<file path="src/rtl/vga_timing_gen.sv">
// vga_timing_gen
//   Parametrised VGA raster timing generator. Free-running x/y counters
//   advance on each pix_ce tick; sync, blanking, position and frame/line
//   strobes are decoded from the counters and passed through an OUT_DELAY
//   deep register line so all outputs stay mutually aligned and registered.
//
// Ports
//   clk        system clock
//   rst        asynchronous, active-high reset
//   pix_ce     pixel clock-enable; all state advances only when high
//   hsync      horizontal sync, asserted level H_POL
//   vsync      vertical sync, asserted level V_POL
//   de         display enable (pixel inside the active area)
//   x, y       raster position including blanking
//   sof        start of frame, high for the pixel at (0,0)
//   eol        end of line, high for the pixel at x = H_TOTAL-1
//   frame_cnt  completed-frame count, wraps at 2^FCW (not delayed)
module vga_timing_gen #(
    parameter int unsigned H_ACTIVE  = 800,
    parameter int unsigned H_FP      = 56,
    parameter int unsigned H_SYNC    = 120,
    parameter int unsigned H_BP      = 64,
    parameter int unsigned V_ACTIVE  = 600,
    parameter int unsigned V_FP      = 37,
    parameter int unsigned V_SYNC    = 6,
    parameter int unsigned V_BP      = 23,
    parameter bit          H_POL     = 1'b0,
    parameter bit          V_POL     = 1'b0,
    parameter int unsigned CW        = 11,
    parameter int unsigned FCW       = 8,
    parameter int unsigned OUT_DELAY = 1
) (
    input  logic           clk,
    input  logic           rst,
    input  logic           pix_ce,
    output logic           hsync,
    output logic           vsync,
    output logic           de,
    output logic [CW-1:0]  x,
    output logic [CW-1:0]  y,
    output logic           sof,
    output logic           eol,
    output logic [FCW-1:0] frame_cnt
);

    localparam int unsigned H_TOTAL = H_ACTIVE + H_FP + H_SYNC + H_BP;
    localparam int unsigned V_TOTAL = V_ACTIVE + V_FP + V_SYNC + V_BP;

    // Decode thresholds are one bit wider than the counters so that a
    // total of exactly 2^CW still compares correctly.
    localparam int unsigned CX = CW + 1;
    localparam logic [CW:0] H_ACT_E = CX'(H_ACTIVE);
    localparam logic [CW:0] H_SS_E  = CX'(H_ACTIVE + H_FP);
    localparam logic [CW:0] H_SE_E  = CX'(H_ACTIVE + H_FP + H_SYNC);
    localparam logic [CW:0] V_ACT_E = CX'(V_ACTIVE);
    localparam logic [CW:0] V_SS_E  = CX'(V_ACTIVE + V_FP);
    localparam logic [CW:0] V_SE_E  = CX'(V_ACTIVE + V_FP + V_SYNC);
    localparam logic [CW-1:0] H_LAST = CW'(H_TOTAL - 1);
    localparam logic [CW-1:0] V_LAST = CW'(V_TOTAL - 1);

    typedef struct packed {
        logic          hs;
        logic          vs;
        logic          de;
        logic [CW-1:0] x;
        logic [CW-1:0] y;
        logic          sof;
        logic          eol;
    } tap_t;

    localparam tap_t IDLE = '{hs: ~H_POL, vs: ~V_POL, de: 1'b0,
                              x: '0, y: '0, sof: 1'b0, eol: 1'b0};

    logic [CW-1:0] h_cnt;
    logic [CW-1:0] v_cnt;
    logic [CW:0]   h_e;
    logic [CW:0]   v_e;
    logic          h_wrap;
    logic          v_wrap;
    tap_t          raw;
    tap_t          pipe [OUT_DELAY];

    assign h_e    = {1'b0, h_cnt};
    assign v_e    = {1'b0, v_cnt};
    assign h_wrap = (h_cnt == H_LAST);
    assign v_wrap = (v_cnt == V_LAST);

    always_comb begin
        raw     = IDLE;
        raw.hs  = ((h_e >= H_SS_E) && (h_e < H_SE_E)) ? H_POL : ~H_POL;
        raw.vs  = ((v_e >= V_SS_E) && (v_e < V_SE_E)) ? V_POL : ~V_POL;
        raw.de  = (h_e < H_ACT_E) && (v_e < V_ACT_E);
        raw.x   = h_cnt;
        raw.y   = v_cnt;
        raw.sof = (h_cnt == '0) && (v_cnt == '0);
        raw.eol = h_wrap;
    end

    always_ff @(posedge clk or posedge rst) begin
        if (rst) begin
            h_cnt     <= '0;
            v_cnt     <= '0;
            frame_cnt <= '0;
            for (int unsigned i = 0; i < OUT_DELAY; i++) begin
                pipe[i] <= IDLE;
            end
        end else if (pix_ce) begin
            if (h_wrap) begin
                h_cnt <= '0;
                if (v_wrap) begin
                    v_cnt     <= '0;
                    frame_cnt <= frame_cnt + 1'b1;
                end else begin
                    v_cnt <= v_cnt + 1'b1;
                end
            end else begin
                h_cnt <= h_cnt + 1'b1;
            end
            pipe[0] <= raw;
            for (int unsigned i = 1; i < OUT_DELAY; i++) begin
                pipe[i] <= pipe[i-1];
            end
        end
    end

    assign hsync = pipe[OUT_DELAY-1].hs;
    assign vsync = pipe[OUT_DELAY-1].vs;
    assign de    = pipe[OUT_DELAY-1].de;
    assign x     = pipe[OUT_DELAY-1].x;
    assign y     = pipe[OUT_DELAY-1].y;
    assign sof   = pipe[OUT_DELAY-1].sof;
    assign eol   = pipe[OUT_DELAY-1].eol;

endmodule

</file>
<file path="config.mk">
export PLATFORM = sky130hd
export DESIGN_NAME = vga_timing_gen
export DESIGN_NICKNAME = d
export VERILOG_FILES = /design/src/rtl/vga_timing_gen.sv
export SDC_FILE = /design/constraint.sdc
export NUM_CORES = 1
export LEC_CHECK = 0
export ABC_CLOCK_PERIOD_IN_PS = 3200
export CORE_UTILIZATION = 40
export CTS_BUF_LIST = sky130_fd_sc_hd__clkbuf_8 sky130_fd_sc_hd__clkbuf_16
export CTS_CLUSTER_SIZE = 40
export DETAILED_ROUTE_END_ITERATION = 10
export HOLD_SLACK_MARGIN = 0.08
export SLEW_MARGIN = 15
export SYNTH_ARGS = -nofsm -noshare
export SYNTH_HDL_FRONTEND = slang
export SYNTH_SLANG_ARGS = --single-unit
</file>
<file path="constraint.sdc">
create_clock -name clk -period 3.2 [get_ports clk]
set_clock_uncertainty 0.2 [all_clocks]
set_input_delay 0.64 -clock clk [delete_from_list [all_inputs] [get_ports clk]]
set_output_delay 0.64 -clock clk [all_outputs]
set_load 0.05 [all_outputs]
</file>
==> flow_summary.toml, run 1 <==
[place]
dpl.hpwl_mm = 3.76
placed_cells = 342
pre_cts_ws_ps = 521
post_dp_cell_area_um2 = 3140
globalplace.congestion = 0.819
io_buffers = 37

[sta]
drv_slew = 0
setup_viol = 0
fmax_mhz = 397
fin_ws_ps = 681
period_minus_slack_ps = 2520
hold_viol_final = 0
fin_hold_ws_ps = 262
finalCritPeriodShare_pct = 78.7
fin_setup_tns_ps = 0
maxSlewHeadroom_pct = 66.4
worstMarginPinSlew_ps = 503
rsz0062_at_grt = "no"

[logic_synthesis]
seq_area_frac_synth_pct = 52.4
synth_edf_count = 0
synthAdderAreaFrac_pct = 2.75
yosys.area.top_type = "dfrtp_1"
syn_nets = 248
netlist.area_leader.share_pct = 50.5
synth_area_um2 = 2730
ys_warn_count = 0
synth_xor_area_share_pct = 5.46
ys.flop_type = "dfrtp_1"
syn_inst = 239
synth-simple-area-share_pct = 17.1
synth_top_family_by_area = "simple AND/OR/NAND/NOR gates"
async_reset_ff_share_pct = 100
synthTopCellsByArea = "dfrtp_1, mux2_2, xor2_1"
synth_seq_cells = 57
syn_avg_cell_area_um2 = 11.4
synth_mux_area_share_pct = 11.5
synth-compound-area-share_pct = 6.43
synth.distinct_cells = 43

[drt]
firstDrtPassIters = 7
drt-total-wl_mm = 5.50
drt_iter0_drc = 105
routedWlPerCell_um = 15.4
via_per_inst = 5.46
drc = 8
vias = 1956
route.antenna.remaining_nets = 0

[final_layout]
drive_gt1_share_pct = 19.9
final_util_pct = 52.4
nNetsFinal = 285
final_cells = 358
area_growth_syn_to_layout_pct = 24.1
diodes = 0
fin_area_um2 = 3380

[floorplan]
fp.dieW_um = 84.5
dieArea_um2 = 7150
std_cell_rows = 29
core_um2 = 6460
num_io_pins = 38
chipHeight_um = 84.5
initial_core_util_pct = 42.2

[setup_path]
r2r_slack_ps = 930
critPathBufInv = 1
path_cells = "clkdlybuf4s50_1"
cp-end-kind = "output pin"
path_delay_family = "buffers and inverters"
worstPathRequired_ps = 2360
start_kind = "flip-flop"
worstPathArrival_ps = 1680
crit_fanout = 2
critical_path_class = "flip-flop to output pin"
cp_slowest_cell = "clkdlybuf4s50_1"
cpPeakStageDelay_ps = 800

[cts]
cts.path.max_buffers = 2
cts_buffers = 9
root_buffer = "clkbuf_8"
clk_latency_ps = 330
cts_setup_buffers = 0
htreeDepth = 3
cts.repair.resized = 0
cts_hold_buf = 0
cts_tree = "yes"
cts_sinks = 57
clk_pin_slew_worst_paths_ps = 70

[power]
ir_worst_vdd_mv = 0.324
cellPowerDensity_nw_per_um2 = 606
leakagePower_nw = 1.52
fin_total_pwr_mw = 2.05

[run]
drv_cap = 0

[grt]
globalRouteOverflowTotal = 0
track_usage_pct = 17.2
antenna_found_initial = 0
grt_pass1_wl_mm = 9.47
grt_max_degree = 39
grt_pass1_vias = 1867

[outcome]
violations = "design-rule violations"
status = "finished with violations"

[worst_hold_path]
hold_path_class = "flip-flop to flip-flop"
-- state kept, by name (all words and copies together) (netlist names) --
| signal | flops |
|---|---|
| frame_cnt | 8 |
| eol | 1 |
| v_cnt | 11 |
| hsync | 1 |
| de | 1 |
| y | 11 |
| h_cnt | 11 |
| x | 11 |
| sof | 1 |
| vsync | 1 |
-- power by group --
group	switching [mW]	internal, mW	total, mW
clock	0.291	0.534	0.825
combinational	0.209	0.146	0.355
sequential	0.0833	0.785	0.868
total	0.583	1.47	2.05
-- final timing paths --
path,from,endpoint,depth (start not counted)
worst min register to register,frame_cnt[7],frame_cnt[7],1
max in group asynchronous,rst,vsync,3
worst max-delay path,vsync,vsync,1
worst min-delay path,frame_cnt[7],frame_cnt[7],1
worst max register to register,h_cnt[4],frame_cnt[1],4
min in group asynchronous,rst,h_cnt[10],2
-- synthesized netlist by cell type, drive strengths merged, types with 3 or more instances --
cell / count
a21oi: 7
a31oi: 3
and3: 6
and4: 5
buf: 9
clkbuf: 6
dfrtp: 55
ha: 6
inv: 9
mux2: 27
nand2: 11
nand2b: 3
nand3: 16
nand4: 9
nor2: 12
nor3: 9
o21ai: 9
xnor2: 7
xor2: 10
-- per-layer routing --
layer	vias up	track usage [%]	share of wire (%)
met3	7	5.80	4.7
met2	43	24.3	45
li1	927	-	-
met4	0	6.63	1.4
met5	-	0	0
met1	979	24.4	49
-- cell families after synthesis --
| kind of cell | Yosys count |
|---|---|
| and+or+nand+nor | 78 |
| xor gates and xnor gates | 17 |
| AOI/OAI and AO/OA | 29 |
| adders and majority gates | 6 |
| muxes | 28 |
| buffers and inverters | 24 |
| DFF | 57 |
-- final cells by class --
| cell class | instances | area [µm²] |
|---|---|---|
| sequential | 57 | 1430 |
| timing repair buffer | 41 | 400 |
| fill | 592 | 3080 |
| clock inverter | 6 | 106 |
| clock buffer | 10 | 138 |
| multi-input combinational | 158 | 1180 |
| tap | 77 | 96.3 |
| inverter | 9 | 33.8 |
-- cell usage in the layout, fill, tap and decap left out, drive strengths merged, types with 2 or more instances in the layout --
cell type / instances
dfrtp: 55
clkdlybuf4s50: 37
mux2: 27
nand3: 16
nor2: 12
nand2: 11
xor2: 10
clkbuf: 10
inv: 10
nor3: 9
o21ai: 9
nand4: 9
a21oi: 7
xnor2: 7
ha: 6
and3: 6
and4: 5
buf: 4
a31oi: 3
nand2b: 3
bufinv: 3
nor4: 2
o22ai: 2
o31ai: 2
dfstp: 2
or3: 2
Power figures use the tool's default switching activity.
==> inputs of run 2 (changes only) <==
ABC_CLOCK_PERIOD_IN_PS = 2100   (was 3200)
clock period = 2.1 ns   (was 3.2 ns; I/O delays follow)
==> flow_summary.toml, run 2 (synthesized netlist as in run 1, its figures left out) <==
[outcome]
status = "finished with violations"
violations = "design-rule violations"

[floorplan]
std_cell_rows = 29
core_um2 = 6460
num_io_pins = 38
fp.dieW_um = 84.5
dieArea_um2 = 7150
initial_core_util_pct = 42.2
chipHeight_um = 84.5

[grt]
grt_pass1_wl_mm = 9.94
grt_max_degree = 23
grt_pass1_vias = 2014
globalRouteOverflowTotal = 0
track_usage_pct = 18.2
antenna_found_initial = 0

[setup_path]
critPathBufInv = 1
cp_slowest_cell = "dfrtp_1"
r2r_slack_ps = 80
path_cells = "ha_1 -> and4_1 -> and4_2 -> buf_4 -> nand2_1 -> mux2_2"
crit_fanout = 5
start_kind = "flip-flop"
path_delay_family = "simple AND/OR/NAND/NOR gates"
cpPeakStageDelay_ps = 380
critical_path_class = "flip-flop to flip-flop"
worstPathRequired_ps = 2110
cp-end-kind = "flip-flop"
worstPathArrival_ps = 2040

[drt]
route.antenna.remaining_nets = 0
drt_iter0_drc = 77
drt-total-wl_mm = 5.79
drc = 6
routedWlPerCell_um = 14.9
via_per_inst = 5.28
vias = 2050
firstDrtPassIters = 7

[sta]
finalCritPeriodShare_pct = 96.4
hold_viol_final = 0
maxSlewHeadroom_pct = 76.6
setup_viol = 0
rsz0062_at_grt = "yes"
worstMarginPinSlew_ps = 351
fin_setup_tns_ps = 0
drv_slew = 0
period_minus_slack_ps = 2020
fmax_mhz = 494

[cts]
cts_sinks = 57
cts_buffers = 9
cts_setup_buffers = 0
cts.path.max_buffers = 2
cts_tree = "yes"
htreeDepth = 3
clk_latency_ps = 330
clk_pin_slew_worst_paths_ps = 60
root_buffer = "clkbuf_8"

[power]
clockPowerShare_pct = 29.3
ir_worst_vdd_mv = 0.512
leakagePower_nw = 1.70
cellPowerDensity_nw_per_um2 = 805
fin_total_pwr_mw = 2.77
p_sw_share_pct = 31.7
p_comb_share_pct = 25.4
internal_power_mw = 1.89
power.switching_mw = 0.879
seqPwrFrac_pct = 45.3

[worst_hold_path]
hold_path_class = "input port to async pin"

[final_layout]
nNetsFinal = 315
seqCellArea_um2 = 1430
area_growth_syn_to_layout_pct = 26.4
diodes = 0
n_fill_cell = 572
fin_area_um2 = 3440
drive_gt1_share_pct = 38.6
final_util_pct = 53.3
multi_input_area_um2 = 1180
final_cell_mix = "buf_4, dfrtp_1, mux2_2"
final_cells = 388
final_common_cell = "buf_4"

[place]
io_buffers = 37
globalplace.congestion = 0.832
post_dp_cell_area_um2 = 3290
dpl.hpwl_mm = 4.27
placed_cells = 372

[run]
drv_cap = 0
run 2: cell types whose count changed in the layout (fill, tap and decap cells not counted), sizes merged:
cell,change
bufinv,-3
inv,+2
buf,+65
clkbuf,-1
clkinvlp,-1
clkinv,+3
clkdlybuf4s50,-35
run 2: power groups by stage:
stage	Combinational [mW]	Clock, mW	Sequential, mW
finish	0.705	0.812	1.25
global route	0.755	0.909	1.27
CTS	0.709	0.839	1.26
detailed placement	0.707	0	1.28
global placement	0.698	0	1.27
floorplan	0.269	0	1.46
run 2: path summary, 6_finish.rpt:
check	start	end	cells after the start
worst min register to register	frame_cnt[7]	frame_cnt[7]	1
min in group clk	frame_cnt[7]	frame_cnt[7]	1
worst max register to register	h_cnt[0]	v_cnt[2]	6
worst max-delay path	h_cnt[0]	v_cnt[2]	6
worst min-delay path	rst	h_cnt[5]	2
max in group asynchronous	rst	hsync	3
run 2: what timing repair did:
action,CTS,global route
hold buffers,0,0
endpoints found under the setup margin,0,2
gates resized for setup,0,1
run 2: metrics by stage:
stage / worst slack (ps) / hold slack [ps]
6_report: 75.0 / 158
5_1_grt: -14.6 / 173
4_1_cts: 78.7 / 158
3_5_place_dp: -177 / 271
3_3_place_gp: -140 / 268
2_1_floorplan: 83.7 / 279
run 2: area by class of cell:
| class | count | share of cell area, % |
|---|---|---|
| sequential | 57 | 41.5 |
| clock inverter | 7 | 0.908 |
| inverter | 9 | 0.981 |
| clock buffer | 9 | 3.60 |
| timing repair buffer | 71 | 16.0 |
| multi-input combinational | 158 | 34.3 |
| tap | 77 | 2.80 |
run 2: per-layer routing:
metal,up-vias,part of all wire [%],routed length [µm],track usage (%)
met1,998,49,2820,25.4
met3,13,4.1,237,4.13
met2,50,45,2600,26.3
met5,-,0,0,0
met4,0,2.4,140,9.86
li1,989,-,-,-
run 2: worst register-to-register path, delay by kind of cell, from the launching register on:
family	cells	cell delay (ps)
AND/OR/NAND/NOR	3	600
flip-flops	1	380
multiplexers	1	330
adder cells (fa/ha/maj)	1	240
buffers and inverters	1	140
==> inputs of run 3 (changes only) <==
REMOVE_ABC_BUFFERS = 1   (was not set)
==> flow_summary.toml, run 3 (synthesized netlist as in run 1, its figures left out) <==
[cts]
cts_hold_buf = 0
cts_buffers = 9
clk_latency_ps = 340
root_buffer = "clkbuf_8"
cts.path.max_buffers = 2
htreeDepth = 3
cts_sinks = 57
clk_pin_slew_worst_paths_ps = 70
cts_tree = "yes"

[floorplan]
num_io_pins = 38
fp.dieW_um = 84.5
std_cell_rows = 29
initial_core_util_pct = 42.2
chipHeight_um = 84.5
core_um2 = 6460
dieArea_um2 = 7150

[grt]
grt_pass1_vias = 2092
globalRouteOverflowTotal = 0
antenna_found_initial = 0
track_usage_pct = 18.1
grt_pass1_wl_mm = 9.94
grt_max_degree = 22

[drt]
vias = 2046
routedWlPerCell_um = 14.9
drt_iter0_drc = 88
drt-total-wl_mm = 5.75
via_per_inst = 5.30
drc = 8
route.antenna.remaining_nets = 0
firstDrtPassIters = 7

[setup_path]
cpPeakStageDelay_ps = 390
worstPathRequired_ps = 2170
path_delay_family = "simple AND/OR/NAND/NOR gates"
path_cells = "ha_1 -> and4_1 -> nand4_2 -> buf_4 -> nor4_4 -> xor2_1"
critPathBufInv = 1
cp-end-kind = "flip-flop"
cp_slowest_cell = "dfrtp_1"
start_kind = "flip-flop"
crit_fanout = 6
worstPathArrival_ps = 2030
critical_path_class = "flip-flop to flip-flop"

[place]
post_dp_cell_area_um2 = 3250
dpl.hpwl_mm = 4.15
placed_cells = 369
pre_cts_ws_ps = -201
globalplace.congestion = 0.863
io_buffers = 37

[sta]
hold_viol_final = 0
fmax_mhz = 511
fin_hold_ws_ps = 249
fin_ws_ps = 142
setup_viol = 0
period_minus_slack_ps = 1960
maxSlewHeadroom_pct = 77.8
worstMarginPinSlew_ps = 330
finalCritPeriodShare_pct = 93.2
drv_slew = 0

[worst_hold_path]
hold_path_class = "input port to async pin"

[power]
cellPowerDensity_nw_per_um2 = 837
ir_worst_vdd_mv = 0.353
leakagePower_nw = 1.69

[final_layout]
fin_area_um2 = 3450
drive_gt1_share_pct = 38.8
nNetsFinal = 314
diodes = 0
final_common_cell = "buf_4"
final_cells = 386
area_growth_syn_to_layout_pct = 26.5
final_cell_mix = "buf_4, dfrtp_1, mux2_2"
final_util_pct = 53.4

[outcome]
violations = "design-rule violations"
status = "finished with violations"

[run]
drv_cap = 0
-- run 3: cell count changes in the layout (fill, tap and decap cells not counted), sizes merged --
cell / delta
clkinv: -1
clkbuf: +3
inv: -3
buf: -1
-- run 3: routing by layer --
metal / vias up / share of wire (%) / global-route usage, %
met5: - / 0 / 0
met4: 0 / 1.8 / 7.55
met3: 11 / 4.3 / 5.51
met2: 46 / 45 / 27.9
met1: 1004 / 49 / 23.8
li1: 985 / - / -
-- run 3: through the flow --
stage          TNS (ps)  total power, mW
6_report              0             2.89
5_1_grt           -10.1             3.04
4_1_cts               0             2.92
3_5_place_dp      -2010             1.97
3_3_place_gp      -1690             1.96
2_1_floorplan         0             1.70
-- run 3: path summary, 6_finish.rpt --
check	start	end	slack [ps]	cells past startpoint
setup reg to reg	h_cnt[1]	frame_cnt[5]	140	6
min in group clk	frame_cnt[7]	frame_cnt[7]	280	1
max in group asynchronous	rst	vsync	1180	3
hold / removal	rst	x[8]	250	3
setup / recovery	h_cnt[1]	frame_cnt[5]	140	6
hold reg to reg	frame_cnt[7]	frame_cnt[7]	280	1
-- run 3: timing repair --
action / 4_1_cts / 5_1_grt
endpoints found under the setup margin: 0 / 2
resized for setup: 0 / 0
buffers inserted: 0 / 2
-- run 3: power breakdown --
| group | internal (mW) | switching (mW) | total (mW) |
|---|---|---|---|
| clock | 0.512 | 0.424 | 0.936 |
| combinational | 0.278 | 0.399 | 0.677 |
| sequential | 1.20 | 0.0781 | 1.27 |
-- run 3: worst register-to-register path: cells and delay by family, from the launching register on --
kind / cells / cell delay, ps
adder cells (fa/ha/maj): 1 / 220
flip-flops: 1 / 390
AND/OR/NAND/NOR: 3 / 710
XOR/XNOR: 1 / 160
buffers and inverters: 1 / 220
-- run 3: cell type report --
| type | count | area (µm²) |
|---|---|---|
| clock buffers | 12 | 165 |
| clock inverters | 3 | 15.0 |
| fillers | 596 | 3010 |
| inverters | 9 | 33.8 |
| multi-input cells | 158 | 1180 |
| flip-flops and latches | 57 | 1430 |
| well taps | 77 | 96.3 |
| repair buffers | 70 | 531 |
==> RTL edit: new RTL, flow settings as in run 3 <==
Register the outputs `hsync` and `vsync`, without a reset; this adds one clock of latency there. The other outputs are not delayed to match.
--- a/src/rtl/vga_timing_gen.sv
+++ b/src/rtl/vga_timing_gen.sv
@@ -123,8 +123,10 @@
         end
     end
 
-    assign hsync = pipe[OUT_DELAY-1].hs;
-    assign vsync = pipe[OUT_DELAY-1].vs;
+    always_ff @(posedge clk) begin
+        hsync <= pipe[OUT_DELAY-1].hs;
+        vsync <= pipe[OUT_DELAY-1].vs;
+    end
     assign de    = pipe[OUT_DELAY-1].de;
     assign x     = pipe[OUT_DELAY-1].x;
     assign y     = pipe[OUT_DELAY-1].y;
Behaviour: no difference found for any inputs over 10 cycles, from zero or initial values and one cycle with rst high; that may be too few to reach the edited logic, so the function may still have changed.
==> RTL edit against run 3 <==
Final area grew 4.2%; worst setup slack lost 92 ps; non-clock buffer count shrank 3; routed wire length shrank 0.50%; global-route usage shrank 1.6 points; critical path depth shrank 5; total power grew 15%; sequential cell count grew 2; area after synthesis grew 7.5%; largest power group is now the clock network.
==> RTL edit: results (changes against run 3) <==
INFO  metric status = finished, final reports clean
INFO  metric fill_cells = 651 (+9.2%)
INFO  metric timing.critical_path.slowest_stage_cell = clkdlybuf4s50_1
INFO  metric synthDistinctLibCells = 44 (+2.3%)
INFO  metric fin_worst_hold_slack = 193 ps (-55.4 ps)
INFO  metric detail_route.wl_per_cell = 14.1 um (-5.2%)
INFO  metric grt_util_all_layers = 0.165 (-0.0163)
INFO  metric standby_leakage_power = 1.73 nW (+2.5%)
INFO  metric worst_path_largest_cell_delay = 790 ps (+400 ps)
INFO  metric critPathArrivalTime = 1430 ps (-600 ps)
INFO  metric detail_route.first_pass.iterations = 4 (-3)
INFO  metric power.ir.vdd_worst = 0.000722 V (+100%)
INFO  metric netlist_instances = 263 (+10%)
INFO  metric drive_gt1_frac = 0.372 (-0.0162)
INFO  metric timing.final.ws_setup = 50.3 ps (-92.1 ps)
INFO  metric worst-path-max-fanout = 1 (-5)
INFO  metric critical-path-top-delay-family = buffers and inverters
INFO  metric worst_setup_path_endpoint = hsync
INFO  metric synth.top_cells.by_count = dfrtp_1, mux2_2, buf_4
INFO  metric yosys-top-cells-area = dfrtp_1, mux2_2, buf_4, xor2_1, ha_1
INFO  metric grt_pass1_wl = 9420 um (-5.2%)
INFO  metric grt_start_max_net_pins = 21 (-4.5%)
INFO  metric dpl.cell_count = 388 (+5.1%)
INFO  metric detailed_placement_hpwl = 4240 um (+2.2%)
INFO  metric timing.critical_path.from = hsync
INFO  metric ys_seq_area_frac = 0.501 (-0.0231)
INFO  metric switching_power = 0.909 mW (+0.83%)
INFO  metric synthArstFlopShare = 0.966 (-0.0339)
INFO  metric drt_iter0_drc = 98 (+11%)
INFO  metric dp_slack = -251 ps (-49.8 ps)
-- RTL edit: per-stage QoR --
stage / TNS, ps / instance area [um2]
2_1_floorplan: 0 / 2680
5_1_grt: 0 / 3590
3_3_place_gp: -3140 / 3320
3_5_place_dp: -3970 / 3320
4_1_cts: 0 / 3580
6_report: 0 / 3590
-- RTL edit: layout make-up --
cell class / instances / area share
clock inverters: 7 / 0.0369
flip-flops and latches: 59 / 0.409
repair buffers: 67 / 0.146
multi-input cells: 158 / 0.331
inverters: 9 / 0.00940
clock buffers: 9 / 0.0345
well taps: 96 / 0.0334
-- RTL edit: logic make-up (layout without fill, tap and decap cells) --
kind of cell    after synthesis  count (layout)  share of synthesized area
fa+ha+maj                     6               6                     0.0256
xor+xnor                     17              17                     0.0508
flops                        59              59                      0.501
buf+inv                      46              92                     0.0965
simple gates                 78              78                      0.159
mux                          28              28                      0.107
compound gates               29              29                     0.0598
-- RTL edit: power by group through the flow --
stage	registers, mW	clock network (mW)	logic (mW)
2_1_floorplan	1.53	0	0.212
3_3_place_gp	1.34	0	0.659
3_5_place_dp	1.33	0	0.662
4_1_cts	1.31	1.37	0.663
5_1_grt	1.33	1.41	0.728
6_report	1.31	1.33	0.678
-- RTL edit: per-layer routing --
metal  track usage  vias to the layer above  share of wire
met2         0.250                       48           0.45
met4        0.0671                        0          0.018
li1              -                      986              -
met3        0.0528                        9          0.043
met1         0.219                      968           0.49
met5             0                        -              0
-- RTL edit: timing repair --
item	CTS	global route
setup endpoints to repair	0	6
setup buffers	0	1
gates resized for setup	0	2
hold endpoints to repair	0	0
